$ cat config.mk
export PLATFORM = sky130hd
export DESIGN_NAME = stream_fifo
export DESIGN_NICKNAME = d
export VERILOG_FILES = /design/src/rtl/stream_fifo.sv
export SDC_FILE = /design/constraint.sdc
export NUM_CORES = 1
export LEC_CHECK = 0
export ABC_AREA = 1
export ABC_CLOCK_PERIOD_IN_PS = 6090
export CAP_MARGIN = 10
export CORE_MARGIN = 1.5
export CORE_UTILIZATION = 55
export CTS_CLUSTER_DIAMETER = 100
export CTS_CLUSTER_SIZE = 16
export DETAILED_ROUTE_END_ITERATION = 12
export PLACE_DENSITY = 0.87
export SKIP_LAST_GASP = 1
export SLEW_MARGIN = 25
export SYNTH_ARGS = -nofsm -noshare
export SYNTH_HDL_FRONTEND = slang
export SYNTH_SLANG_ARGS = --single-unit
export TNS_END_PERCENT = 10
$ cat constraint.sdc
create_clock -name clk -period 6.09 [get_ports clk]
set_input_delay 0.609 -clock clk [delete_from_list [all_inputs] [get_ports clk]]
set_output_delay 0.609 -clock clk [all_outputs]
set_load 0.01 [all_outputs]
$ cat src/rtl/stream_fifo.sv
// stream_fifo: synchronous valid/ready FIFO between a stream producer and a
// stream consumer. Output is first-word-fall-through, driven only from
// registered state (pointers, level, storage), so nothing on up_* reaches
// down_* combinationally.
//
// Ports:
//   clk         rising-edge clock
//   rst         asynchronous, active-high reset
//   up_valid    producer has a word on up_data
//   up_data     producer data (DW bits)
//   up_ready    FIFO accepts a word this cycle (registered)
//   down_valid  FIFO presents a word on down_data (level != 0)
//   down_data   head-of-FIFO word, mem[rd_ptr]
//   down_ready  consumer accepts the word this cycle
//   level       words currently stored, 0..DEPTH (AW+1 bits)
module stream_fifo #(
  parameter int DW    = 32,
  parameter int DEPTH = 8,
  parameter int AW    = $clog2(DEPTH)
) (
  input  logic          clk,
  input  logic          rst,
  input  logic          up_valid,
  input  logic [DW-1:0] up_data,
  output logic          up_ready,
  output logic          down_valid,
  output logic [DW-1:0] down_data,
  input  logic          down_ready,
  output logic [AW:0]   level
);

  if ((DEPTH < 2) || ((DEPTH & (DEPTH - 1)) != 0)) begin : g_bad_depth
    $error("stream_fifo: DEPTH must be a power of 2 and at least 2");
  end

  localparam logic [AW:0] LVL_FULL = (AW+1)'(DEPTH);

  logic [DW-1:0] r_mem [DEPTH];
  logic [AW-1:0] r_wr_ptr;
  logic [AW-1:0] r_rd_ptr;
  logic [AW:0]   r_level;
  logic          r_up_ready;

  logic          w_push;
  logic          w_pop;
  logic [AW:0]   w_level_next;

  assign w_push = up_valid && r_up_ready;
  assign w_pop  = down_valid && down_ready;

  always_comb begin
    w_level_next = r_level;
    w_level_next = r_level + {{AW{1'b0}}, w_push} - {{AW{1'b0}}, w_pop};
  end

  // Control state: pointers, level and the registered ready. Reset clears
  // these asynchronously so down_valid and up_ready fall with rst; up_ready
  // comes back one edge after release because level_next is then 0.
  always_ff @(posedge clk or posedge rst) begin
    if (rst) begin
      r_wr_ptr   <= '0;
      r_rd_ptr   <= '0;
      r_level    <= '0;
      r_up_ready <= 1'b0;
    end else begin
      if (w_push) r_wr_ptr <= r_wr_ptr + 1'b1;
      if (w_pop)  r_rd_ptr <= r_rd_ptr + 1'b1;
      r_level    <= w_level_next;
      r_up_ready <= (w_level_next != LVL_FULL);
    end
  end

  // Storage: data only, never reset. Stale entries are unreachable after a
  // reset because level restarts at 0.
  always_ff @(posedge clk) begin
    if (w_push) r_mem[r_wr_ptr] <= up_data;
  end

  assign up_ready   = r_up_ready;
  assign down_valid = (r_level != '0);
  assign down_data  = r_mem[r_rd_ptr];
  assign level      = r_level;

endmodule

==> flow_metrics.tcl <==
set metrics [dict create \
    status "finished, final reports clean" \
    internal-power_mw 3.79 \
    cp-end-kind "primary output" \
    cts_resized 0 \
    final.setup_skew_ns 0.0167 \
    switchingPower_mw 2.16 \
    synth_top_area_share_pct 65.6 \
    layout-drive-gt1-share_pct 4.10 \
    swShare_pct 36.3 \
    setup_viol 0 \
    overflow 0 \
    start_util_pct 55.9 \
    grt_pass1_vias 7676 \
    period_needed_ns 4.11 \
    reg2reg_from "level[2]" \
    clockRootBuffer "clkbuf_16" \
    critical_path_buf_inv_count 3 \
    crit_type "register to primary output" \
    syn_to_final_growth_pct 13.8 \
    place_inst 1492 \
    cp_common_cell "nand2_1" \
    io_pins 74 \
    vias 7717 \
    row_count 53 \
    final_cells 1520 \
    hpwl_um 13400 \
    synth_top_cell_by_area "edfxtp_1" \
    antenna_cells 0 \
    synthTopCellsByArea "edfxtp_1, nand2_1, inv_1, nand3_1, dfrtp_1" \
    p_clk_share_pct 20.2 \
    postRouteAntennaNets 0 \
    use_met3_pct 3.52 \
    peakVddDrop_mv 0.332 \
    arrival_ns 3.50 \
    synth_cell_types 19 \
    grt_max_degree 85 \
    avgRoutedWirePerCell_um 16.0 \
    drt-pass1-iter-count 5 \
    synth_commonest_cells "nand2_1, inv_1, edfxtp_1" \
    fin_tns_setup_ns 0 \
    synth.avg_cell_area_um2 9.93 \
    ys_seq_area_share_pct 67.9 \
    path_max_fanout 76 \
    synth.most_common_cell "nand2_1" \
    synth_edf_count 256 \
    fin_crit_sh_pct 67.5 \
    die_height_um 149 \
    hold_path_class "input pin to async pin" \
    antenna_found_initial 0 \
    die-area_mm2 0.0222 \
    cts-buffers-inserted 20 \
    fin_nets 1283 \
    insertion_delay_ns 0.51 \
    fin_util_pct 63.7 \
    die_w_um 149 \
    slew_headroom_pct 41.8 \
    grt_use_met1_pct 27.7 \
    power_density_mw_per_mm2 445 \
    synth_flop_cell "edfxtp_1" \
    ys_ff_latch 267 \
    n_fill_cell 1548 \
    crit_chain "inv_4 -> buf_4 -> nand2_1 -> nand3_1 -> nand2_1 -> nand2_1 -> nand2_1 -> clkdlybuf4s50_1" \
    ys_async_sr_fraction_pct 4.12 \
    rsz0062_at_grt "false" \
    viasPerCell 5.08 \
    syn_area_mm2 0.0117 \
    grt_usage_pct 22.5 \
    cts_max_level 1 \
    fmax_ghz 0.243 \
    rr_worst_depth 14 \
    timing.reg2reg.setup_slack_ns 3.41 \
    drc 0 \
    cts.sinks 267 \
    yosys_warnings 0 \
    grt_pass1_wl_um 38600 \
    place_congestion 0.704 \
    use_met2_pct 40.9 \
    worst_ep_required_time_ns 5.48 \
    r2r_end "up_ready" \
    synthCells 1181 \
    cts_tree "done" \
    slew_violations 0 \
    critical-path-max-stage-delay_ns 0.69 \
    cts_buffer_depth 3 \
    ctsHoldBuffers 0 \
    seqPwrFrac_pct 41.1 \
    p_total_mw 5.94 \
    slowest_stage "dfrtp_4" \
    crit_path_start_kind "register" \
    path_clk_slew_ns 0.07 \
    p_leak_nw 6.03 \
    critPathTopFamily "buffers and inverters" \
    postCtsSetupRepairBufs 0 \
    synth_fp_nets 1225 \
    routed_wl_um 24300 \
    worst_pin_slew_ns 0.873 \
    port_buffers 73 \
    power_frac_comb_pct 38.7 \
    drv_cap 0 \
    grt_busiest_layer "met2" \
    drtIter0Drc 602 \
    core_area_mm2 0.0210 \
    hold_viol 0 \
]
[metrics by stage]
step | hold slack [ns] | setup slack [ns] | cell area, µm²
floorplan | 0.461 | 3.29 | 11700
global placement | 0.513 | 2.63 | 12700
detailed placement | 0.522 | 2.55 | 12800
CTS | 0.412 | 2.01 | 13300
global route | 0.462 | 1.81 | 13300
finish | 0.418 | 1.98 | 13300
[how the worst max path moves through the flow]
stage           startpoint       endpoint  slack [ns]  cells after the start
2_1_floorplan     up_valid    r_mem[0][0]        3.29                      3
3_3_place_gp   r_rd_ptr[0]   down_data[2]        2.63                      8
3_5_place_dp   r_rd_ptr[0]  down_data[12]        2.55                      8
4_1_cts        r_rd_ptr[0]  down_data[12]        2.01                      8
5_1_grt        r_rd_ptr[0]  down_data[20]        1.81                      8
6_report       r_rd_ptr[0]  down_data[12]        1.98                      8
[layer usage]
| layer | vias to the layer above | wire length (µm) | part of all wire [%] |
|---|---|---|---|
| met5 | - | 0 | 0 |
| met4 | 0 | 544 | 2.2 |
| met3 | 51 | 1590 | 6.5 |
| met2 | 283 | 12800 | 52 |
| met1 | 3630 | 9440 | 39 |
| li1 | 3753 | - | - |
[final cells by class]
| class | count | area, µm² | share of cell area, % |
|---|---|---|---|
| tap | 275 | 344 | 2.58 |
| clock buffer | 27 | 548 | 4.11 |
| clock inverter | 1 | 7.51 | 0.0563 |
| sequential | 267 | 7970 | 59.7 |
| multi-input combinational | 594 | 2570 | 19.2 |
| timing repair buffer | 85 | 886 | 6.64 |
| inverter | 271 | 1020 | 7.64 |
[sequential cells by signal (all words and copies together) (netlist names)]
register  cells
level         4
r_mem       256
r_rd_ptr      3
r_wr_ptr      3
up_ready      1
[power groups by stage]
stage                     Combinational, mW  Clock (mW)  Sequential, mW
after floorplan                        1.48           0            2.38
after global placement                 2.17           0            2.46
after detailed placement               2.29           0            2.47
after CTS                              2.31        1.22            2.44
after global routing                   2.55        1.29            2.46
final                                  2.30        1.20            2.44
[logic make-up (layout without fill, tap and decap cells)]
| kind of cell | Yosys count | count (layout) | synth area share [%] |
|---|---|---|---|
| fa+ha+maj | 8 | 8 | 0.918 |
| flops | 267 | 267 | 67.9 |
| compound gates | 3 | 3 | 0.128 |
| xor+xnor | 4 | 4 | 0.299 |
| simple gates | 579 | 579 | 20.0 |
| buf+inv | 320 | 384 | 10.7 |
[cells in the final DEF (no fill, tap or decap), drive strengths merged]
master / synthesis / routed
nand2: 434 / 434
inv: 271 / 271
edfxtp: 256 / 256
nand3: 129 / 129
clkdlybuf4s50: 0 / 73
clkbuf: 5 / 27
buf: 44 / 12
nor2: 11 / 11
dfrtp: 11 / 11
ha: 7 / 7
or2: 3 / 3
o21ai: 3 / 3
xnor2: 2 / 2
xor2: 2 / 2
nand3b: 1 / 1
and2: 1 / 1
fa: 1 / 1
clkinvlp: 0 / 1
Power figures use the tool's default switching activity.
